[config.mk]
export PLATFORM = sky130hd
export DESIGN_NAME = packet_reader
export DESIGN_NICKNAME = d
export VERILOG_FILES = /design/src/rtl/packet_reader_pkg.sv /design/src/rtl/packet_reader_rr_arbiter.sv /design/src/rtl/packet_reader.sv
export SDC_FILE = /design/constraint.sdc
export NUM_CORES = 1
export LEC_CHECK = 0
export ABC_AREA = 1
export BUFFER_PORTS_ARGS = -buffer_cell sky130_fd_sc_hd__buf_2
export CAP_MARGIN = 20
export CELL_PAD_IN_SITES_DETAIL_PLACEMENT = 0
export CELL_PAD_IN_SITES_GLOBAL_PLACEMENT = 1
export CORE_MARGIN = 2
export CORE_UTILIZATION = 40
export DETAILED_ROUTE_END_ITERATION = 7
export PLACE_DENSITY = 0.89
export SETUP_SLACK_MARGIN = 0.05
export SYNTH_ARGS = -nofsm -noshare
export SYNTH_HDL_FRONTEND = slang
export SYNTH_SLANG_ARGS = --single-unit
[constraint.sdc]
create_clock -name clk -period 6.2 [get_ports clk]
set_input_delay 0.31 -clock clk [delete_from_list [all_inputs] [get_ports clk]]
set_output_delay 0.31 -clock clk [all_outputs]
set_load 0.005 [all_outputs]
[src/rtl/packet_reader_pkg.sv]
// ---------------------------------------------------------------------------
// packet_reader_pkg
// Shared definitions for the concentrator packet RAM read side (and the
// write side): default widths, reader FSM state encoding, and the RAM
// address builder {slot, byte_idx}.
// ---------------------------------------------------------------------------
package packet_reader_pkg;

  localparam int DATA_WIDTH_DEF = 8;
  localparam int SENS_LOG_DEF   = 3;
  localparam int PKT_LOG_DEF    = 4;

  typedef enum logic [1:0] {
    ST_IDLE = 2'd0,
    ST_HDR  = 2'd1,
    ST_DATA = 2'd2,
    ST_REL  = 2'd3
  } state_t;

  // Packet RAM address: slot index in the upper bits, byte index in the low
  // pkt_log bits. The caller truncates the result to its address width.
  function automatic logic [31:0] slot_addr(input logic [15:0]  slot,
                                            input logic [15:0]  byte_idx,
                                            input int unsigned  pkt_log);
    logic [31:0] mask;
    mask = (32'd1 << pkt_log) - 32'd1;
    return ({16'd0, slot} << pkt_log) | ({16'd0, byte_idx} & mask);
  endfunction

endpackage

[src/rtl/packet_reader_rr_arbiter.sv]
// ---------------------------------------------------------------------------
// packet_reader_rr_arbiter
// Combinational round-robin search: returns the first set bit of slot_full
// starting at rr_ptr and wrapping modulo the slot count.
// Ports:
//   slot_full  in  one bit per slot, 1 = slot requests service
//   rr_ptr     in  index searched first
//   found      out at least one request is set
//   index      out index of the winning slot (0 when found=0)
// ---------------------------------------------------------------------------
module packet_reader_rr_arbiter
  import packet_reader_pkg::*;
#(
  parameter int SENS_LOG = SENS_LOG_DEF
) (
  input  logic [(1<<SENS_LOG)-1:0] slot_full,
  input  logic [SENS_LOG-1:0]      rr_ptr,
  output logic                     found,
  output logic [SENS_LOG-1:0]      index
);

  localparam int NUM_SLOTS = 1 << SENS_LOG;

  logic [SENS_LOG-1:0] cand;

  // Priority scan from rr_ptr; the SENS_LOG-bit add wraps naturally.
  always_comb begin
    found = 1'b0;
    index = {SENS_LOG{1'b0}};
    cand  = {SENS_LOG{1'b0}};
    for (int i = 0; i < NUM_SLOTS; i++) begin
      cand = rr_ptr + SENS_LOG'(i);
      if (!found && slot_full[cand]) begin
        found = 1'b1;
        index = cand;
      end else begin
        found = found;
        index = index;
      end
    end
  end

endmodule

[src/rtl/packet_reader.sv]
// ---------------------------------------------------------------------------
// packet_reader
// Read-side master for the packet RAM. Picks complete slots round-robin,
// streams a header byte (slot id) plus 2**PKT_LOG payload bytes over a
// valid/ready byte stream, then pulses slot_release for that slot.
// Ports:
//   clk, reset     clock, synchronous active-high reset
//   slot_full      per-slot "packet complete" level from the writer
//   slot_release   one-cycle one-hot pulse when a slot has been fully sent
//   read_addr      RAM read address {slot, byte_idx}, valid with rd_en
//   rd_en          RAM read enable (high only while streaming payload)
//   rd_data        RAM read data, combinational from read_addr
//   tx_data        stream byte (registered)
//   tx_valid       tx_data valid (registered)
//   tx_ready       downstream accept
//   tx_first       header byte qualifier (registered)
//   tx_last        final payload byte qualifier (registered)
//   busy           FSM is not idle
// ---------------------------------------------------------------------------
module packet_reader
  import packet_reader_pkg::*;
#(
  parameter  int DATA_WIDTH = DATA_WIDTH_DEF,
  parameter  int SENS_LOG   = SENS_LOG_DEF,
  parameter  int PKT_LOG    = PKT_LOG_DEF,
  localparam int ADDR_WIDTH = SENS_LOG + PKT_LOG
) (
  input  logic                     clk,
  input  logic                     reset,
  input  logic [(1<<SENS_LOG)-1:0] slot_full,
  output logic [(1<<SENS_LOG)-1:0] slot_release,
  output logic [ADDR_WIDTH-1:0]    read_addr,
  output logic                     rd_en,
  input  logic [DATA_WIDTH-1:0]    rd_data,
  output logic [DATA_WIDTH-1:0]    tx_data,
  output logic                     tx_valid,
  input  logic                     tx_ready,
  output logic                     tx_first,
  output logic                     tx_last,
  output logic                     busy
);

  localparam int NUM_SLOTS = 1 << SENS_LOG;
  localparam logic [PKT_LOG:0]     LAST_IDX  = {1'b0, {PKT_LOG{1'b1}}};
  localparam logic [PKT_LOG:0]     BYTE_ONE  = {{PKT_LOG{1'b0}}, 1'b1};
  localparam logic [SENS_LOG-1:0]  SLOT_ONE  = {{(SENS_LOG-1){1'b0}}, 1'b1};
  localparam logic [NUM_SLOTS-1:0] ONEHOT_0  = {{(NUM_SLOTS-1){1'b0}}, 1'b1};

  state_t              state;
  logic [SENS_LOG-1:0] rr_ptr;
  logic [SENS_LOG-1:0] cur_slot;
  // One bit wider than the payload index so the terminal count is explicit.
  logic [PKT_LOG:0]    byte_idx;
  logic                arb_found;
  logic [SENS_LOG-1:0] arb_index;
  logic                out_free;

  packet_reader_rr_arbiter #(
    .SENS_LOG (SENS_LOG)
  ) u_arb (
    .slot_full (slot_full),
    .rr_ptr    (rr_ptr),
    .found     (arb_found),
    .index     (arb_index)
  );

  // Output register can take a new byte when empty or drained this cycle.
  assign out_free = !tx_valid || tx_ready;
  assign busy     = (state != ST_IDLE);

  // RAM read port is driven only while streaming payload; a stall holds
  // byte_idx, so the address stays frozen too.
  always_comb begin
    rd_en     = 1'b0;
    read_addr = {ADDR_WIDTH{1'b0}};
    if (state == ST_DATA) begin
      rd_en     = 1'b1;
      read_addr = ADDR_WIDTH'(slot_addr(16'(cur_slot), 16'(byte_idx), unsigned'(PKT_LOG)));
    end else begin
      rd_en     = 1'b0;
      read_addr = {ADDR_WIDTH{1'b0}};
    end
  end

  // Reader FSM with the one-entry output register and release pulse.
  always_ff @(posedge clk) begin
    if (reset) begin
      state        <= ST_IDLE;
      rr_ptr       <= {SENS_LOG{1'b0}};
      cur_slot     <= {SENS_LOG{1'b0}};
      byte_idx     <= {(PKT_LOG+1){1'b0}};
      tx_data      <= {DATA_WIDTH{1'b0}};
      tx_valid     <= 1'b0;
      tx_first     <= 1'b0;
      tx_last      <= 1'b0;
      slot_release <= {NUM_SLOTS{1'b0}};
    end else begin
      slot_release <= {NUM_SLOTS{1'b0}};
      // Drain on handshake; a load below in the same cycle takes precedence.
      if (tx_valid && tx_ready) begin
        tx_valid <= 1'b0;
        tx_first <= 1'b0;
        tx_last  <= 1'b0;
      end
      case (state)
        ST_IDLE: begin
          if (arb_found) begin
            cur_slot <= arb_index;
            state    <= ST_HDR;
          end
        end
        ST_HDR: begin
          if (out_free) begin
            tx_data  <= DATA_WIDTH'(cur_slot);
            tx_first <= 1'b1;
            tx_last  <= 1'b0;
            tx_valid <= 1'b1;
            byte_idx <= {(PKT_LOG+1){1'b0}};
            state    <= ST_DATA;
          end
        end
        ST_DATA: begin
          if (out_free) begin
            tx_data  <= rd_data;
            tx_first <= 1'b0;
            tx_last  <= (byte_idx == LAST_IDX);
            tx_valid <= 1'b1;
            byte_idx <= byte_idx + BYTE_ONE;
            if (byte_idx == LAST_IDX) begin
              state <= ST_REL;
            end
          end
        end
        ST_REL: begin
          // Release only once the final byte has actually left.
          if (tx_valid && tx_ready && tx_last) begin
            slot_release <= ONEHOT_0 << cur_slot;
            rr_ptr       <= cur_slot + SLOT_ONE;
            state        <= ST_IDLE;
          end
        end
        default: begin
          state <= ST_IDLE;
        end
      endcase
    end
  end

endmodule
==> flow_metrics.tcl <==
set metrics [dict create \
    crit_buf_inv 4 \
    regToRegEndpoint "cur_slot[2]$_SDFFE_PP0P_" \
    endpoint "cur_slot[2]$_SDFFE_PP0P_" \
    cp-end-kind "flip-flop" \
    status "completed" \
    gr-total-overflow 0 \
    tightest_slew_ns 0.666 \
    port_buffers 46 \
    async_flop_share 0 \
    multi_input_area_um2 1350 \
    tns_ns 0 \
    initial_core_util 0.409 \
    crit_top_cell "inv_2" \
    min_path_type "in2reg" \
    slew_headroom 0.556 \
    clockRootBuffer "clkbuf_8" \
    max_freq_mhz 374 \
    cp_max_fo 10 \
    rr_startpoint "rr_ptr[1]$_SDFFE_PP0P_" \
    numCtsBuffers 5 \
    grt_pass1_vias 1852 \
    ys_warn_count 0 \
    seq_area_frac_synth 0.288 \
    tritoncts "done" \
    drt_wl_total_mm 4.83 \
    cp.depth 14 \
    final-seq-area_um2 641 \
    layout_commonest_cell "nand2_1" \
    antenna_found_initial 0 \
    hpwl_mm 3.82 \
    synth-edff-count 0 \
    drive_gt1_frac 0.263 \
    clk_path_buf_depth 2 \
    r2r_slack_ns 3.52 \
    power_w 0.000755 \
    ys.flop_type "dfxtp_1" \
    clkTransAtPathRegs_ns 0.07 \
    path_delay_family "simple AND/OR/NAND/NOR gates" \
    die_w_um 78.6 \
    row_count 27 \
    drt-vias-per-instance 4.79 \
    p_leak_nw 1.25 \
    finalSetupViolCount 0 \
    crit_required_ns 6.38 \
    powerDensity_nw_per_um2 291 \
    arrival_ns 2.86 \
    cp-start-kind "flip-flop" \
    startpoint "rr_ptr[1]$_SDFFE_PP0P_" \
    irDropWorstVdd_uv 207 \
    cts.sinks 32 \
    skew_ns 0.00485 \
    io_pins 47 \
    worstSkewPairLatency_ns 0.29 \
    finalHoldViolCount 0 \
    postCtsSetupBuffers 0 \
    cts_max_level 2 \
    die_y_um 78.6 \
    place_inst 422 \
    synth_top_area_frac 0.288 \
    vias 2059 \
    antenna_cells 0 \
    final.min_clock_period_ns 2.68 \
    synth_area_um2 2220 \
    synth_cells 311 \
    cts_hold_buffers 0 \
    rsz0062_at_grt "no" \
    syn_to_final_growth_pct 16.6 \
    gp_congestion 0.879 \
    ys_seq_elements 32 \
    ctsResizeCount 0 \
    grt_pass1_wl_mm 8.38 \
    route.detailed.drc 0 \
    fin_cells 430 \
    n_fill_cell 572 \
    yosysTopAreaCell "dfxtp_1" \
    wire_per_inst_um 11.2 \
    path_class "reg2reg" \
    die_area_um2 6170 \
    fin_crit_sh 0.432 \
    final_cell_mix "78 x nand2_1, 46 x buf_2, 37 x inv_1, 33 x nor2_1, 32 x dfxtp_1" \
    first_iter_violations 142 \
    grt_usage 0.170 \
    ant_nets 0 \
    drt_pass1_iterations 4 \
    layout.nets 388 \
    max_cap_violations 0 \
    slowest_delay_ns 0.55 \
    cp_slowest_cell "dfxtp_1" \
    ys_types 37 \
    syn_nets 342 \
    core_um2 5440 \
    syn_avg_cell_area_um2 7.15 \
    crit_chain "clkinv_2 -> ha_1 -> inv_2 -> nand3_2 -> nand2_1 -> nor2_1 -> a31oi_4 -> inv_2 -> nor2_4 -> nand3_2 -> nand2_2 -> inv_2 -> o21ai_1 -> nor2_1" \
    worst-r2r-cell-count 14 \
    netlist_top_cells_area "dfxtp_1 29%, nand2_1 13%, ha_1 6.7%" \
    grt_max_degree 16 \
    report.final.slew_viol_count 0 \
]
per-layer routing:
layer  up-vias  GRT usage  share of wire
met4         0     0.0632          0.016
met1       926      0.244           0.50
met5         -          0              0
li1       1082          -              -
met2        43      0.250           0.43
met3         8     0.0310          0.048
Yosys cell counts, types with 3 or more instances:
| cell type | instances |
|---|---|
| nand3_2 | 9 |
| nand2_2 | 5 |
| nor2_1 | 33 |
| xor2_1 | 3 |
| a31oi_1 | 3 |
| nand3_1 | 23 |
| ha_1 | 12 |
| nand4_1 | 3 |
| nand2_4 | 7 |
| inv_2 | 6 |
| a211oi_1 | 4 |
| a21oi_1 | 17 |
| nand2_1 | 78 |
| dfxtp_1 | 32 |
| o21ai_0 | 8 |
| inv_1 | 37 |
| clkbuf_1 | 3 |
| nand3_4 | 4 |
report_power, final:
part | internal [W] | switching (W)
combinational | 0.000105 | 0.000179
clock | 0.000119 | 0.0000764
sequential | 0.000243 | 0.0000319
total | 0.000468 | 0.000287
area by class of cell:
type / instances / share of cell area
multi-input combinational: 227 / 0.522
timing repair buffer: 46 / 0.0887
sequential: 32 / 0.247
clock inverter: 2 / 0.0135
clock buffer: 6 / 0.0280
inverter: 45 / 0.0665
tap: 72 / 0.0347
how the worst min path moves through the flow:
stage                                       start                        to  cells after the start
after floorplan                             reset  byte_idx[0]$_SDFFE_PP0P_                      1
after detailed placement  tx_data[3]$_SDFFE_PP0P_   tx_data[3]$_SDFFE_PP0P_                      2
after global placement    tx_data[5]$_SDFFE_PP0P_   tx_data[5]$_SDFFE_PP0P_                      2
final                                  rd_data[5]   tx_data[5]$_SDFFE_PP0P_                      3
after global routing                   rd_data[4]   tx_data[4]$_SDFFE_PP0P_                      3
after CTS                              rd_data[6]   tx_data[6]$_SDFFE_PP0P_                      3
state kept, by name, summed over array words and instances, names as in the netlist:
signal        count
byte_idx          5
cur_slot          3
rr_ptr            3
slot_release      8
state             2
tx_data           8
tx_first          1
tx_last           1
tx_valid          1
stage by stage:
stage / cell area, um^2 / worst slack (ns) / utilization / hold WS, ns
3_3_place_gp: 2490 / 3.62 / 0.457 / 0.446
4_1_cts: 2590 / 3.54 / 0.477 / 0.264
3_5_place_dp: 2490 / 3.54 / 0.457 / 0.453
2_1_floorplan: 2220 / 3.91 / - / 0.388
6_report: 2590 / 3.52 / 0.477 / 0.274
5_1_grt: 2590 / 3.31 / 0.477 / 0.279
worst register-to-register path: stages (launching register included):
cell	delay (ns)
dfxtp_1	0.55
clkinv_2	0.24
ha_1	0.44
inv_2	0.19
nand3_2	0.12
nand2_1	0.09
nor2_1	0.06
a31oi_4	0.20
inv_2	0.06
nor2_4	0.17
nand3_2	0.10
nand2_2	0.11
inv_2	0.06
o21ai_1	0.11
nor2_1	0.05
cell families (layout without fill, tap and decap cells):
family / after synthesis / in the layout / synth area share
AND/OR/NAND/NOR: 168 / 168 / 0.400
buffers and inverters: 52 / 99 / 0.103
flip-flops: 32 / 32 / 0.288
XOR/XNOR: 5 / 5 / 0.0231
AO/OA/AOI/OAI: 42 / 42 / 0.118
adder cells (fa/ha/maj): 12 / 12 / 0.0675
No activity file was read; power rests on OpenSTA's default activity.
